File: config.mk
export PLATFORM = sky130hd
export DESIGN_NAME = spi_slave
export DESIGN_NICKNAME = d
export VERILOG_FILES = /design/src/rtl/spi_slave.sv
export SDC_FILE = /design/constraint.sdc
export NUM_CORES = 1
export LEC_CHECK = 0
export ABC_AREA = 0
export CAP_MARGIN = 20
export CORE_MARGIN = 4
export CORE_UTILIZATION = 33
export CTS_CLUSTER_SIZE = 24
export DETAILED_ROUTE_END_ITERATION = 8
export SYNTH_ARGS = -nofsm -noshare
export SYNTH_HDL_FRONTEND = slang
export SYNTH_SLANG_ARGS = --single-unit
File: constraint.sdc
create_clock -name clk -period 4.24 [get_ports clk]
set_clock_uncertainty 0.1 [all_clocks]
set_input_delay 1.06 -clock clk [delete_from_list [all_inputs] [get_ports clk]]
set_output_delay 1.06 -clock clk [all_outputs]
set_load 0.1 [all_outputs]
File: src/rtl/spi_slave.sv
// ---------------------------------------------------------------------------
// spi_slave : 9-bit (8 data + even parity) SPI mode-0 responder, oversampled
//             into the clk domain, with a one-entry transmit buffer.
// Revision  : 1.0
// ---------------------------------------------------------------------------
`default_nettype none

module spi_slave #(
  parameter int SYNC_STAGES = 2
) (
  input  logic       clk,
  input  logic       rst,
  input  logic       sck,
  input  logic       ss,
  input  logic       mosi,
  output logic       miso,
  input  logic [7:0] tx_data,
  input  logic       tx_valid,
  output logic       tx_ready,
  output logic [7:0] rx_data,
  output logic       rx_valid,
  output logic       rx_err,
  output logic       tx_underrun,
  output logic       busy
);

  typedef enum logic [1:0] {
    WAIT_IDLE = 2'd0,
    IDLE      = 2'd1,
    SHIFT     = 2'd2,
    DONE      = 2'd3
  } state_t;

  state_t                 state_q, state_d;
  logic [SYNC_STAGES-1:0] sck_sync_q, sck_sync_d;
  logic [SYNC_STAGES-1:0] ss_sync_q, ss_sync_d;
  logic [SYNC_STAGES-1:0] mosi_sync_q, mosi_sync_d;
  logic                   sck_prev_q, sck_prev_d;
  logic                   ss_prev_q, ss_prev_d;
  logic [3:0]             count_q, count_d;
  logic [8:0]             tx_sr_q, tx_sr_d;
  logic [8:0]             rx_sr_q, rx_sr_d;
  logic [7:0]             buf_q, buf_d;
  logic                   full_q, full_d;
  logic                   miso_q, miso_d;
  logic [7:0]             rx_data_q, rx_data_d;
  logic                   rx_valid_q, rx_valid_d;
  logic                   rx_err_q, rx_err_d;
  logic                   underrun_q, underrun_d;
  logic                   busy_q, busy_d;

  logic       sck_s, ss_s, mosi_s;
  logic       sck_rise, sck_fall, ss_rise, ss_fall;
  logic [8:0] tx_load;

  assign sck_s    = sck_sync_q[SYNC_STAGES-1];
  assign ss_s     = ss_sync_q[SYNC_STAGES-1];
  assign mosi_s   = mosi_sync_q[SYNC_STAGES-1];
  assign sck_rise = sck_s & ~sck_prev_q;
  assign sck_fall = ~sck_s & sck_prev_q;
  assign ss_rise  = ss_s & ~ss_prev_q;
  assign ss_fall  = ~ss_s & ss_prev_q;
  // An empty buffer at frame start sends 0x00 with parity 0.
  assign tx_load  = full_q ? {^buf_q, buf_q} : 9'h000;

  always_comb begin
    sck_sync_d  = {sck_sync_q[SYNC_STAGES-2:0], sck};
    ss_sync_d   = {ss_sync_q[SYNC_STAGES-2:0], ss};
    mosi_sync_d = {mosi_sync_q[SYNC_STAGES-2:0], mosi};
    sck_prev_d  = sck_s;
    ss_prev_d   = ss_s;
    state_d     = state_q;
    count_d     = count_q;
    tx_sr_d     = tx_sr_q;
    rx_sr_d     = rx_sr_q;
    buf_d       = buf_q;
    full_d      = full_q;
    miso_d      = miso_q;
    rx_data_d   = rx_data_q;
    rx_err_d    = rx_err_q;
    rx_valid_d  = 1'b0;
    underrun_d  = 1'b0;

    case (state_q)
      WAIT_IDLE: begin
        miso_d  = 1'b0;
        count_d = 4'd0;
        if (ss_s) state_d = IDLE;
      end
      IDLE: begin
        miso_d  = 1'b0;
        count_d = 4'd0;
        if (ss_fall) begin
          tx_sr_d    = tx_load;
          miso_d     = tx_load[0];
          underrun_d = ~full_q;
          full_d     = 1'b0;
          state_d    = SHIFT;
        end
      end
      SHIFT: begin
        if (count_q == 4'd9) begin
          rx_data_d  = rx_sr_q[7:0];
          rx_err_d   = ^rx_sr_q;
          rx_valid_d = 1'b1;
          miso_d     = 1'b0;
          // ss may already be rising in this cycle; its edge is not seen again.
          state_d    = ss_rise ? IDLE : DONE;
        end else if (ss_rise) begin
          miso_d  = 1'b0;
          count_d = 4'd0;
          state_d = IDLE;
        end else if (sck_rise) begin
          rx_sr_d = {mosi_s, rx_sr_q[8:1]};
          count_d = count_q + 4'd1;
        end else if (sck_fall) begin
          miso_d  = tx_sr_q[1];
          tx_sr_d = tx_sr_q >> 1;
        end
      end
      DONE: begin
        miso_d = 1'b0;
        if (ss_rise) state_d = IDLE;
      end
      default: state_d = WAIT_IDLE;
    endcase

    if (tx_valid && !full_q) begin
      buf_d  = tx_data;
      full_d = 1'b1;
    end

    busy_d = (state_d == SHIFT) || (state_d == DONE);
  end

  always_ff @(posedge clk) begin
    if (rst) begin
      sck_sync_q  <= '0;
      ss_sync_q   <= '0;
      mosi_sync_q <= '0;
      sck_prev_q  <= 1'b0;
      ss_prev_q   <= 1'b0;
      state_q     <= WAIT_IDLE;
      count_q     <= 4'd0;
      tx_sr_q     <= 9'h000;
      rx_sr_q     <= 9'h000;
      buf_q       <= 8'h00;
      full_q      <= 1'b0;
      miso_q      <= 1'b0;
      rx_data_q   <= 8'h00;
      rx_valid_q  <= 1'b0;
      rx_err_q    <= 1'b0;
      underrun_q  <= 1'b0;
      busy_q      <= 1'b0;
    end else begin
      sck_sync_q  <= sck_sync_d;
      ss_sync_q   <= ss_sync_d;
      mosi_sync_q <= mosi_sync_d;
      sck_prev_q  <= sck_prev_d;
      ss_prev_q   <= ss_prev_d;
      state_q     <= state_d;
      count_q     <= count_d;
      tx_sr_q     <= tx_sr_d;
      rx_sr_q     <= rx_sr_d;
      buf_q       <= buf_d;
      full_q      <= full_d;
      miso_q      <= miso_d;
      rx_data_q   <= rx_data_d;
      rx_valid_q  <= rx_valid_d;
      rx_err_q    <= rx_err_d;
      underrun_q  <= underrun_d;
      busy_q      <= busy_d;
    end
  end

  assign miso        = miso_q;
  assign tx_ready    = ~full_q;
  assign rx_data     = rx_data_q;
  assign rx_valid    = rx_valid_q;
  assign rx_err      = rx_err_q;
  assign tx_underrun = underrun_q;
  assign busy        = busy_q;

endmodule

`default_nettype wire

# After elaboration in Yosys (flattened, before gate mapping)
# Index checks and enable logic that the tools add are counted.
dict set report totals {
  register_bits 54
  input_bits 14
  out_inout_bits 14
}
dict set report op_classes {
  add_sub_neg 1
  n_eq_ne 14
  n_mux 27
  bitwise_logic 14
  n_reduce_logical 20
}
# operator count
set op_table {}
lappend op_table {{two-way mux 9 bit} 6}
lappend op_table {{one-hot mux 9 bit (2 select lines)} 1}
lappend op_table {{two-way mux 4 bit} 3}
lappend op_table {{two-way mux 2 bit} 5}
lappend op_table {{!= test 2 bit (second input constant)} 5}
lappend op_table {{NOT 1 bit} 10}
lappend op_table {{two-way mux 1 bit} 9}
lappend op_table {{parity 9 bit} 1}
lappend op_table {{== test 2 bit (second input constant)} 4}
lappend op_table {{!= test 4 bit (second input constant)} 2}
lappend op_table {{one-hot mux 2 bit (4 select lines)} 1}
lappend op_table {{one-hot mux 4 bit (2 select lines)} 1}
lappend op_table {{nonzero test 2 bit} 4}
lappend op_table {{parity 8 bit} 1}
lappend op_table {{AND reduction 2 bit} 3}
lappend op_table {{AND reduction 6 bit} 1}
lappend op_table {{OR reduction 2 bit} 3}
lappend op_table {{adder 4 x 1 -> 4 bit (second input constant)} 1}
lappend op_table {{AND 1 bit} 4}
lappend op_table {{== test 4 bit (second input constant)} 1}
lappend op_table {{AND reduction 4 bit} 1}
lappend op_table {{!= test 3 bit (second input constant)} 1}
lappend op_table {{one-hot mux 1 bit (3 select lines)} 1}
lappend op_table {{AND reduction 3 bit} 1}
lappend op_table {{other kinds (6)} 6}

# Depth between registers and ports, before layout
dict set report depth {
  depth_word 7
  depth_mapped 8
  mapped_depth_nobuf 7
}

# Worst setup path after synthesis
# Ideal clock, no wire load.
dict set report synth_path {
  path_kind {reg2out}
  start {reg full_q}
  end {out tx_ready}
  arrival_ns 1.100
  path_slack_ns 1.980
  path_stages_with_launch 3
  n_path_buf 1
  path_cell_list {dfxtp_1 -> clkbuf_1 -> inv_1}
}
dict set report synth_between {
  elab_chain_cells 1
}
# element line
set synth_lines {}
lappend synth_lines {{start, declared} 44} ;# logic full_q, full_d;
lappend synth_lines {{start signal, assigned} 166} ;# full_q <= full_d;
lappend synth_lines {{NOT 1 bit} 177} ;# assign tx_ready = ~full_q;
lappend synth_lines {{end, declared} 19} ;# output logic tx_ready,
# Every way passes these cells.

# Worst setup path after layout
# Ends and elaborated chain as after synthesis.

==> out/results.env <==
POWER.IR.VDD_WORST_uV=136
CLOCKROOTBUFFER='sky130_fd_sc_hd__clkbuf_8'
FILL_CELLS=641
INITIAL_ANTENNA_VIOLATION_COUNT=0
PLACE_CONGESTION=0.819
INTERNAL-POWER_uW=644
SWITCHING_POWER_uW=184
MIN_DELAY_WORST_ENDPOINT='ss_sync_q[1]'
REPORT.POWER.TOTAL_uW=829
WORST_HOLD_START='ss_sync_q[0]'
NUMBER_OF_BUFFER_CELLS_ADDED_ON_PRIMARY_PORTS=27
FRACTION_OF_FINAL_LAYOUT_CELLS_WITH_DRIVE_STRENGTH_GREATER_THAN_1_PCT=3.11
TIMING.SLEW.HEADROOM_PCT=34.8
GRT-OVFL-TOTAL=0
NETS=274
GRT_SETUP_UNREPAIRED='false'
FF2FF_PATH_DEPTH=5
YS_DOMINANT_REG_CELL='sky130_fd_sc_hd__dfxtp_1'
CRITICAL_PATH.CELL_CHAIN='inv_1 -> clkdlybuf4s50_1'
START_KIND='flop'
REG2REG_TO='tx_sr_q[4]'
STD_CELL_ROWS=29
SYNTH.LARGEST_AREA_CELL='sky130_fd_sc_hd__dfxtp_1'
POSTSYNTHAREAPERCELL_SQ_UM=8.98
SYNTHMOSTINSTANTIATEDCELL='sky130_fd_sc_hd__dfxtp_1'
CLKTRANSATPATHREGS_NS=0.08
STATUS='complete, no violations'
ENDPOINT_KIND_OF_THE_WORST_SETUP_TIMING_PATH='output port'
TIGHTEST_SLEW_NS=0.975
FMAXACHIEVABLE_MHz=320
DETAIL_ROUTE.WIRELENGTH_UM=3950
TOTAL_PLACED_CELLS_INCLUDING_TAP_CELLS=328
FIN_TNS_SETUP_NS=0
MAXSLEWVIOLCOUNT=0
FINAL_MIN_PERIOD_OVER_CLOCK_PERIOD_PCT=73.8
POST-ROUTE-MIN-PERIOD_NS=3.13
COMBINATIONALPOWERSHARE_PCT=6.9
CRITICALPATHCATEGORY='reg -> out'
HOLD_PATH.CLASS='reg -> reg'
MULTIINPUTGATEAREA_SQ_UM=1010
IO_PINS=28
SYNTH_TOP_CELLS_BY_AREA='sky130_fd_sc_hd__dfxtp_1 50%, sky130_fd_sc_hd__mux2i_1 8.0%, sky130_fd_sc_hd__nor2_1 5.8%'
SYNTH.FF_LATCH_COUNT=53
DP.FINAL_HPWL_UM=2680
CRITICAL_PATH_ARRIVAL_NS=1.97
FINALHOLDVIOLCOUNT=0
CTS_MADE_BUFFERS=5
POST-CTS-SETUP-BUFFERS=0
STATIC-LEAKAGE-POWER_uW=0.000936
AVGVIACOUNTPERCELL=4.81
POST_DRT_WL_PER_CELL_UM=11.8
SYNTHARSTFLOPSHARE_PCT=0
NUM_VIAS=1605
AREA_DELTA_SYNTH_FINAL_PCT=17.7
ANTENNA_CELLS=0
PD_CELLS_nW_PER_UM2=329
COREAREA_SQ_UM=6310
FINAL_CELLS=334
WORST_SKEW_PAIR.LATE_LATENCY_NS=0.30
SETUP_SLACK_OF_THE_WORST_REGISTER_TO_REGISTER_PATH_NS=1.65
NUMBER_OF_GLOBAL_ROUTE_VIAS_BEFORE_REPAIR=1492
P_SW_SHARE_PCT=22.2
TIMING.MAX_CAP.VIOLATIONS=0
CRITPATHMAXFANOUT=11
DRC=0
SYNTH.YOSYS.SEQ_AREA_SHARE_PCT=49.6
CLOCK_SINKS=53
DESIGN.DIE.AREA_SQ_UM=7830
TOTAL_NUMBER_OF_YOSYS_WARNINGS=0
CTS_MAX_PATH_BUFFERS=2
INITIAL_UTILIZATION_PCT=33.9
TRITONCTS='yes'
SYNTHESIS.AREA_SQ_UM=2140
DIEHEIGHT_UM=88.5
LEADING_CELL_TYPES_BY_COUNT_AFTER_SYNTHESIS='53 x sky130_fd_sc_hd__dfxtp_1, 33 x sky130_fd_sc_hd__nor2_1, 32 x sky130_fd_sc_hd__nand2_1'
DR.FIRST_ITER.DRC_COUNT=76
FINAL_ANTENNA_NET_COUNT=0
PRE_ANTENNA_DRT_ITERS=4
GRT_MAX_DEGREE=54
CP_DATA_REQUIRED_TIME_NS=3.08
GRT_FIRST_PASS_WIRELENGTH_UM=6760
SETUP_VIOLATIONS=0
CP_SLOWEST_CELL='sky130_fd_sc_hd__clkdlybuf4s50_1'
CTS_HOLD_REPAIR.BUFFERS=0
SHARE_SEQ_OF_TOTAL_POWER_PCT=62.1
SYNTH_CELL_TYPES=28
SYNTHESIZED_NET_COUNT=254
SYNTHDOMINANTCELLAREASHARE_PCT=49.6
WHS_PATH_DEPTH=1
AREA.SEQUENTIAL_SQ_UM=1060
GRT.TOTAL_USAGE_PCT=10.9
NUMBER_OF_INSTANCES_IN_THE_SYNTHESIZED_NETLIST=238
SYNTH-EDFF-COUNT=0
DIE_WIDTH_UM=88.5
PWR-SHARE-CLK_PCT=31.0
CTS_RESIZED=0
CTS_HTREE_LEVELS=2
REGTOREGSTARTPOINT='state_q[1]'
TIMING.CRITICAL_PATH.SLOWEST_CELL_DELAY_NS=1.14
area by class of cell:
class / count / share of cell area [%]
clock inverter: 1 / 0.199
timing repair buffer: 27 / 10.5
inverter: 4 / 0.596
multi-input combinational: 167 / 40.0
tap: 77 / 3.83
sequential: 53 / 42.1
clock buffer: 5 / 2.73
flip-flops by register name (all words and copies together) (netlist names), 2 cells and up:
name,count
buf_q,8
count_q,4
mosi_sync_q,2
rx_data,8
rx_sr_q,9
sck_sync_q,2
ss_sync_q,2
state_q,2
tx_sr_q,8
per-layer routing:
layer  GRT usage [%]  share of wire (%)
met1            13.7                 49
met4            4.26                1.8
met3            2.89                4.2
met2            17.9                 45
met5               0                  0
metrics by stage:
step                worst slack [ns]  util (%)  area [sq um]  hold WS [ns]
finish                          1.11      39.9          2520         0.338
global route                    1.02      39.9          2520         0.361
CTS                             1.11      39.9          2520         0.343
detailed placement              1.43      38.7          2440         0.322
global placement                1.45      38.7          2440         0.322
floorplan                       1.98         -          2140         0.314
critical path: cells and delay by family, from the launching register on:
kind,cells,cell delay [ns]
buffers and inverters,2,1.26
DFF,1,0.41
power groups by stage:
| stage | clock network, uW | registers [uW] | logic (uW) |
|---|---|---|---|
| final | 257 | 515 | 57.2 |
| after global routing | 289 | 516 | 62.4 |
| after CTS | 270 | 515 | 58.0 |
| after detailed placement | 0 | 526 | 57.7 |
| after global placement | 0 | 526 | 57.3 |
| after floorplan | 0 | 524 | 42.2 |
cell usage in the layout, fill, tap and decap left out, drive strengths merged:
cell type,Yosys,layout
ha,2,2
nand3b,2,2
or3b,1,1
buf,3,1
a31oi,1,1
nand2b,4,4
xnor3,1,1
or3,2,2
or4b,1,1
nor2b,11,11
a311oi,8,8
inv,4,4
nor4,1,1
xor2,2,2
dfxtp,53,53
nand3,8,8
clkdlybuf4s50,0,26
and3,1,1
xnor2,11,11
a21oi,18,18
clkbuf,11,5
nor4bb,1,1
nor2,33,33
nand2,32,32
nor3,2,2
a221oi,1,1
and3b,1,1
o21ai,6,6
mux2i,17,17
clkinv,0,1
logic make-up (layout without fill, tap and decap cells):
family / after synthesis / count (layout) / synth area share, %
AND/OR/NAND/NOR: 100 / 100 / 21.9
flip-flops: 53 / 53 / 49.6
AO/OA/AOI/OAI: 34 / 34 / 9.60
buffers and inverters: 18 / 37 / 3.33
multiplexers: 17 / 17 / 7.96
XOR/XNOR: 14 / 14 / 6.38
adder cells (fa/ha/maj): 2 / 2 / 1.17
how the worst max path moves through the flow:
stage               startpoint       end  slack [ns]  depth (start not counted)
floorplan               full_q  tx_ready        1.98                          2
global placement      tx_valid  buf_q[3]        1.45                          4
detailed placement    tx_valid  buf_q[0]        1.43                          4
CTS                     full_q  tx_ready        1.11                          2
global route            full_q  tx_ready        1.02                          2
finish                  full_q  tx_ready        1.11                          2
No activity file was read; power rests on OpenSTA's default activity.
